`config.mk`:
```
export PLATFORM = sky130hd
export DESIGN_NAME = conv_fp_kernel_bank
export DESIGN_NICKNAME = d
export VERILOG_FILES = /design/src/rtl/conv_fp_kernel_bank.sv
export SDC_FILE = /design/constraint.sdc
export NUM_CORES = 2
export LEC_CHECK = 0
export BUFFER_PORTS_ARGS = -buffer_cell sky130_fd_sc_hd__buf_2
export CORE_MARGIN = 2
export CORE_UTILIZATION = 30
export CTS_CLUSTER_DIAMETER = 150
export DETAILED_ROUTE_END_ITERATION = 7
export GPL_ROUTABILITY_DRIVEN = 1
export PLACE_DENSITY = 0.47
export SLEW_MARGIN = 20
export SYNTH_ARGS = -nofsm -noshare
export SYNTH_HDL_FRONTEND = slang
export SYNTH_SLANG_ARGS = --single-unit
```
`constraint.sdc`:
```
create_clock -name clk_i -period 25.1 [get_ports clk_i]
set_clock_uncertainty 0.15 [all_clocks]
set_input_delay 2.51 -clock clk_i [delete_from_list [all_inputs] [get_ports clk_i]]
set_output_delay 2.51 -clock clk_i [all_outputs]
set_load 0.005 [all_outputs]
```
`src/rtl/conv_fp_kernel_bank.sv`:
```
// Pixel-window pipeline stage with a bank of runtime-loadable convolution
// kernels. A kernel is streamed into a shadow buffer one entry per beat,
// then committed into its target bank at the next frame start, so a kernel
// never changes in the middle of a frame.
module conv_fp_kernel_bank #(
  parameter int EXP_WIDTH     = 5,
  parameter int FRAC_WIDTH    = 10,
  parameter int WINDOW_WIDTH  = 5,
  parameter int WINDOW_HEIGHT = 5,
  parameter int NUM_KERNELS   = 4,
  localparam int FP_WIDTH     = 1 + EXP_WIDTH + FRAC_WIDTH,
  localparam int LINEAR       = WINDOW_WIDTH * WINDOW_HEIGHT,
  localparam int KSEL_W       = (NUM_KERNELS > 1) ? $clog2(NUM_KERNELS) : 1
) (
  input  logic                                                  clk_i,
  input  logic                                                  rst_i,
  input  logic [WINDOW_HEIGHT-1:0][WINDOW_WIDTH-1:0][FP_WIDTH-1:0] window_i,
  input  logic [15:0]                                           col_i,
  input  logic [15:0]                                           row_i,
  input  logic                                                  valid_i,
  input  logic [KSEL_W-1:0]                                     kernel_sel_i,
  input  logic                                                  ld_start_i,
  input  logic [KSEL_W-1:0]                                     ld_kernel_i,
  input  logic                                                  ld_valid_i,
  input  logic [FP_WIDTH-1:0]                                   ld_data_i,
  output logic                                                  ld_ready_o,
  output logic [WINDOW_HEIGHT-1:0][WINDOW_WIDTH-1:0][FP_WIDTH-1:0] window_o,
  output logic [WINDOW_HEIGHT-1:0][WINDOW_WIDTH-1:0][FP_WIDTH-1:0] kernel_o,
  output logic [15:0]                                           col_o,
  output logic [15:0]                                           row_o,
  output logic                                                  valid_o,
  output logic                                                  pending_o
);

  localparam int IDX_W     = (LINEAR > 1) ? $clog2(LINEAR) : 1;
  localparam int BANK_SPAN = 1 << KSEL_W;
  localparam int CENTRE    = (WINDOW_HEIGHT / 2) * WINDOW_WIDTH + WINDOW_WIDTH / 2;

  // 1.0 in the parameterised format: sign 0, exponent = bias, fraction 0.
  localparam logic [FP_WIDTH-1:0] FP_ONE =
    {2'b00, {(EXP_WIDTH - 1){1'b1}}, {FRAC_WIDTH{1'b0}}};

  // Raster-ordered kernel: entry row*WINDOW_WIDTH+col, which matches the
  // bit layout of the [row][col] packed output port.
  typedef logic [LINEAR-1:0][FP_WIDTH-1:0] kernel_t;

  typedef enum logic [1:0] {
    IDLE,
    LOAD,
    PENDING
  } load_state_e;

  function automatic kernel_t identity_kernel();
    kernel_t k;
    k         = '0;
    k[CENTRE] = FP_ONE;
    return k;
  endfunction

  // Marks which encodings of a KSEL_W-bit index name a real bank.
  function automatic logic [BANK_SPAN-1:0] valid_banks();
    logic [BANK_SPAN-1:0] m;
    for (int i = 0; i < BANK_SPAN; i++) m[i] = (i < NUM_KERNELS);
    return m;
  endfunction

  localparam kernel_t              IDENTITY = identity_kernel();
  localparam logic [BANK_SPAN-1:0] BANK_OK  = valid_banks();

  load_state_e        state_q, state_d;
  logic [IDX_W-1:0]   idx_q;
  logic [KSEL_W-1:0]  target_q;
  logic [KSEL_W-1:0]  sel_q;
  kernel_t            shadow_q;
  kernel_t            active_q [NUM_KERNELS];

  logic               frame_start;
  logic               start_load;
  logic               accept_beat;
  logic               commit;
  logic [KSEL_W-1:0]  sel_map;
  logic [KSEL_W-1:0]  target_map;

  assign frame_start = valid_i && (col_i == 16'd0) && (row_i == 16'd0);

  // Out-of-range bank indices fold onto bank 0.
  assign sel_map    = BANK_OK[kernel_sel_i] ? kernel_sel_i : '0;
  assign target_map = BANK_OK[ld_kernel_i]  ? ld_kernel_i  : '0;

  // Selected bank is registered state, so a commit and a selection on the
  // same frame-start edge are both visible on the very next output cycle.
  assign kernel_o = active_q[sel_q];

  // Load FSM state register.
  always_ff @(posedge clk_i) begin
    // NOTE: clocked state is updated with <= so every register samples the
    // pre-edge values; blocking = here would create order-dependent races.
    if (rst_i) state_q <= IDLE;
    else       state_q <= state_d;
  end

  // Load FSM next-state, handshake outputs and datapath strobes.
  always_comb begin
    // NOTE: every output of this block gets a default first, so no path
    // leaves a signal unassigned and no latch is inferred.
    state_d     = state_q;
    ld_ready_o  = 1'b0;
    pending_o   = 1'b0;
    start_load  = 1'b0;
    accept_beat = 1'b0;
    commit      = 1'b0;
    unique case (state_q)
      IDLE: begin
        if (ld_start_i) begin
          start_load = 1'b1;
          state_d    = LOAD;
        end
      end
      LOAD: begin
        ld_ready_o = 1'b1;
        if (ld_valid_i) begin
          accept_beat = 1'b1;
          if (idx_q == IDX_W'(LINEAR - 1)) state_d = PENDING;
        end
      end
      PENDING: begin
        pending_o = 1'b1;
        if (frame_start) begin
          commit  = 1'b1;
          state_d = IDLE;
        end
      end
      default: state_d = IDLE;
    endcase
  end

  // One-cycle pass-through of the pixel stream.
  always_ff @(posedge clk_i) begin
    if (rst_i) begin
      valid_o  <= 1'b0;
      col_o    <= '0;
      row_o    <= '0;
      window_o <= '0;
    end else begin
      valid_o  <= valid_i;
      col_o    <= col_i;
      row_o    <= row_i;
      window_o <= window_i;
    end
  end

  // Shadow buffer fill, load target and per-frame bank selection.
  always_ff @(posedge clk_i) begin
    if (rst_i) begin
      idx_q    <= '0;
      target_q <= '0;
      sel_q    <= '0;
      shadow_q <= '0;
    end else begin
      if (frame_start) sel_q <= sel_map;
      if (start_load) begin
        target_q <= target_map;
        idx_q    <= '0;
      end
      if (accept_beat) begin
        shadow_q[idx_q] <= ld_data_i;
        idx_q           <= idx_q + IDX_W'(1);
      end
    end
  end

  // Active kernel banks: identity after reset, replaced only by a commit.
  always_ff @(posedge clk_i) begin
    // NOTE: the bank storage is deliberately reset because a defined
    // identity kernel must be available straight out of reset; plain data
    // buffers elsewhere would normally be left unreset.
    if (rst_i) begin
      for (int k = 0; k < NUM_KERNELS; k++) active_q[k] <= IDENTITY;
    end else if (commit) begin
      active_q[target_q] <= shadow_q;
    end
  end

endmodule

```
==> results.toml <==
[pwr]
irDropWorstVdd_uv = 55.6
powerDensity_nw_per_um2 = 77.7
p_leak_nw = 37.4
p_total_mw = 9.28

[routing]
routed-via-count = 64400
via_per_inst = 4.83
drt-total-wl_um = 461000
drt-pass1-iter-count = 5
drc = 0
final_antenna_net_count = 0
wl_per_cell_um = 34.6
drtIter0Drc = 4911

[timing]
post-route-period-util = 0.332
setup-violations-final = 0
fmax_mhz = 120
report.final.slew_viol_count = 0
setup_tns_ns = 0
relSlewSlack = 0.0729
hold_viol = 0
post-route-min-period_ns = 8.34
tightest_slew_ns = 1.39
rsz0062_at_grt = "false"

[global_route]
grt_usage = 0.271
grt_pass1_wl_um = 603000
grt_overflow = 0
grt_pass1_vias = 63700
grt_max_degree = 189
antenna_found_initial = 286

[clock_network]
cts_tree = "yes"
cts.sinks = 2446
cts_made_buffers = 294
cts-htree-levels = 5
clk_latency_ns = 0.90
clk_path_buf_depth = 4
cts_hold_buf = 0
cts_root_buf = "clkbuf_16"
cts_setup_buffers = 0
cts_resized = 0
clk_pin_slew_ns = 0.06

[die]
initial_core_util = 0.302
coreArea_sq_um = 328000
ios = 1292
die_h_um = 578
die_area_sq_um = 334000
num_rows = 210
die_w_um = 578

[synthesis]
syn_inst = 7213
synthTopCellsByArea = "edfxtp_1 49%, dfxtp_1 17%, mux4_2 9.1%"
ys_ff_latch = 2446
synth_cell_types = 46
ys_seq_area_frac = 0.657
synth_flop_cell = "edfxtp_1"
synth.top_cell.area_share = 0.486
syn_area_sq_um = 98900
syn_nets = 7674
syn-mean-instance-area_sq_um = 13.7
synth-edff-count = 1600
yosysTopAreaCell = "edfxtp_1"
synthArstFlopShare = 0
synth.yosys.warnings = 0

[finish]
layout-drive-gt1-share = 0.363
nets = 8769
area_delta_synth_final_pct = 20.7
design_area_sq_um = 119000
fin_util = 0.364
fillers = 32000

[worst_setup_path]
start_kind = "input port"
critPathMaxFanout = 148
crit_arrival_ns = 8.79
critPathCaptureType = "flip-flop"
cp.required_ns = 25.55
cpMaxStageDelayCell = "buf_4"
worst_path_most_repeated_cell = "buf_4"
crit_chain = "buf_8 > nand2b_1 > or4_4 > buf_12 > buf_4 > buf_4 > buf_4 > buf_4 > nor3_1"
slowest_delay_ns = 0.93
worstSetupPathType = "in -> reg"

[placement]
place_congestion = 1.07
hpwlAfterDp_um = 322000
port_buffers = 1291
placed_area_sq_um = 109000

[outcome]
status = "finished clean"

[job]
maxCapViolations = 0

[worst_hold_path]
min_path_type = "reg -> reg"
## final timing paths
check / slack (ns) / to / startpoint / depth (start not counted)
setup / recovery: 16.76 / active_q[2][143]$_SDFFCE_PN0P_ / rst_i / 9
hold / removal: 0.30 / shadow_q[175]$_SDFFE_PP0P_ / shadow_q[175]$_SDFFE_PP0P_ / 2
setup reg to reg: 18.09 / active_q[2][143]$_SDFFCE_PN0P_ / state_q[0]$_SDFFE_PP0P_ / 9
hold reg to reg: 0.30 / shadow_q[175]$_SDFFE_PP0P_ / shadow_q[175]$_SDFFE_PP0P_ / 2
## per-stage QoR
step / hold slack, ns / instances / setup slack, ns
finish: 0.302 / 13300 / 16.76
detailed placement: 0.296 / 12400 / 15.85
CTS: 0.304 / 12900 / 16.65
floorplan: 0.286 / 7213 / 1.31
global placement: 0.291 / 12400 / 15.98
global route: 0.319 / 13300 / 16.43
## layout make-up
class	count	area (sq um)	area share
flip-flops and latches	2446	65000	0.544
multi-input cells	3751	29400	0.246
repair buffers	1417	7650	0.0641
clock inverters	110	946	0.00792
well taps	4346	5440	0.0456
clock buffers	426	8350	0.0700
diodes	433	1080	0.00908
inverters	398	1490	0.0125
## synth_stat cells, types with 2 or more instances
library cell and count:
nand3_1 3, and4_1 2, nor2_1 431, nor4_1 2
nand4_1 4, buf_6 93, nand2_1 796, buf_1 41
nor3_2 831, nor2b_1 435, ha_1 4, and4b_1 5
nand2b_1 9, or3_1 14, a311oi_1 2, nor3b_1 3
mux4_2 400, mux2i_1 16, o21bai_1 3, clkbuf_1 394
o21ai_0 2, inv_1 398, and3b_1 3, nor3_1 360
clkbuf_2 10, a21oi_1 390, o31ai_1 2, nand3b_1 2
edfxtp_1 1600, nand4b_1 4, buf_2 79, and2_0 3
and2_1 9, nor4_2 6, dfxtp_1 846
## metal layers
| metal | vias to the layer above | track usage | wire (um) |
|---|---|---|---|
| met3 | 774 | 0.0743 | 34200 |
| met5 | - | 0 | 556 |
| met4 | 88 | 0.115 | 21800 |
| li1 | 28300 | - | - |
| met2 | 2300 | 0.455 | 225000 |
| met1 | 32900 | 0.325 | 179000 |
## flip-flops by register name (all words and copies together) (netlist names), named ones only
register and flops:
shadow_q 400, sel_q 2, idx_q 5, state_q 2, row_o 16, target_q 2, col_o 16, active_q 1600
valid_o 1, window_o 400
## power breakdown
group,internal [mW],leakage [nW],switching [mW]
registers,4.45,22.1,0.0673
logic,0.150,10.7,0.409
clock network,2.42,4.57,1.78
total,7.02,37.4,2.25
## cells by family (layout without fill, tap and decap cells)
group                      count (synthesis)  after routing  share of synthesized area
AOI/OAI and AO/OA                        405            405                     0.0209
muxes                                    416            416                     0.0927
adders and majority gates                  4              4                   0.000506
DFF                                     2446           2446                      0.657
and+or+nand+nor                         2926           2926                      0.182
other                                      0            433                          0
buffers and inverters                   1016           2351                     0.0468
## cells in the final DEF (no fill, tap or decap), types with 4 or more instances in the layout
| cell type | netlist | layout |
|---|---|---|
| nor2_2 | 0 | 4 |
| nor2b_1 | 435 | 433 |
| diode_2 | 0 | 433 |
| clkbuf_8 | 0 | 33 |
| a21oi_1 | 390 | 390 |
| mux2i_1 | 16 | 16 |
| inv_16 | 0 | 5 |
| bufinv_16 | 0 | 10 |
| buf_12 | 0 | 15 |
| and2_1 | 9 | 10 |
| ha_1 | 4 | 4 |
| nand4b_1 | 4 | 4 |
| nand2_1 | 796 | 796 |
| nand4_1 | 4 | 4 |
| dfxtp_1 | 846 | 844 |
| nor2_1 | 431 | 425 |
| nor4_2 | 6 | 6 |
| nor3_2 | 831 | 831 |
| inv_1 | 398 | 398 |
| inv_6 | 0 | 9 |
| mux4_2 | 400 | 400 |
| clkinv_8 | 0 | 4 |
| clkbuf_1 | 394 | 91 |
| or3_1 | 14 | 14 |
| nor3_1 | 360 | 360 |
| edfxtp_1 | 1600 | 1600 |
| nand2b_1 | 9 | 7 |
| clkinv_2 | 0 | 50 |
| buf_2 | 79 | 1274 |
| clkinvlp_4 | 0 | 7 |
| clkbuf_16 | 0 | 302 |
| clkinv_1 | 0 | 24 |
| buf_4 | 1 | 126 |
## worst max-delay path, delay by kind of cell
kind | cells | cell delay, ns
AND/OR/NAND/NOR | 3 | 1.31
buffers and inverters | 6 | 4.48
(Power assumes the default switching activity.)
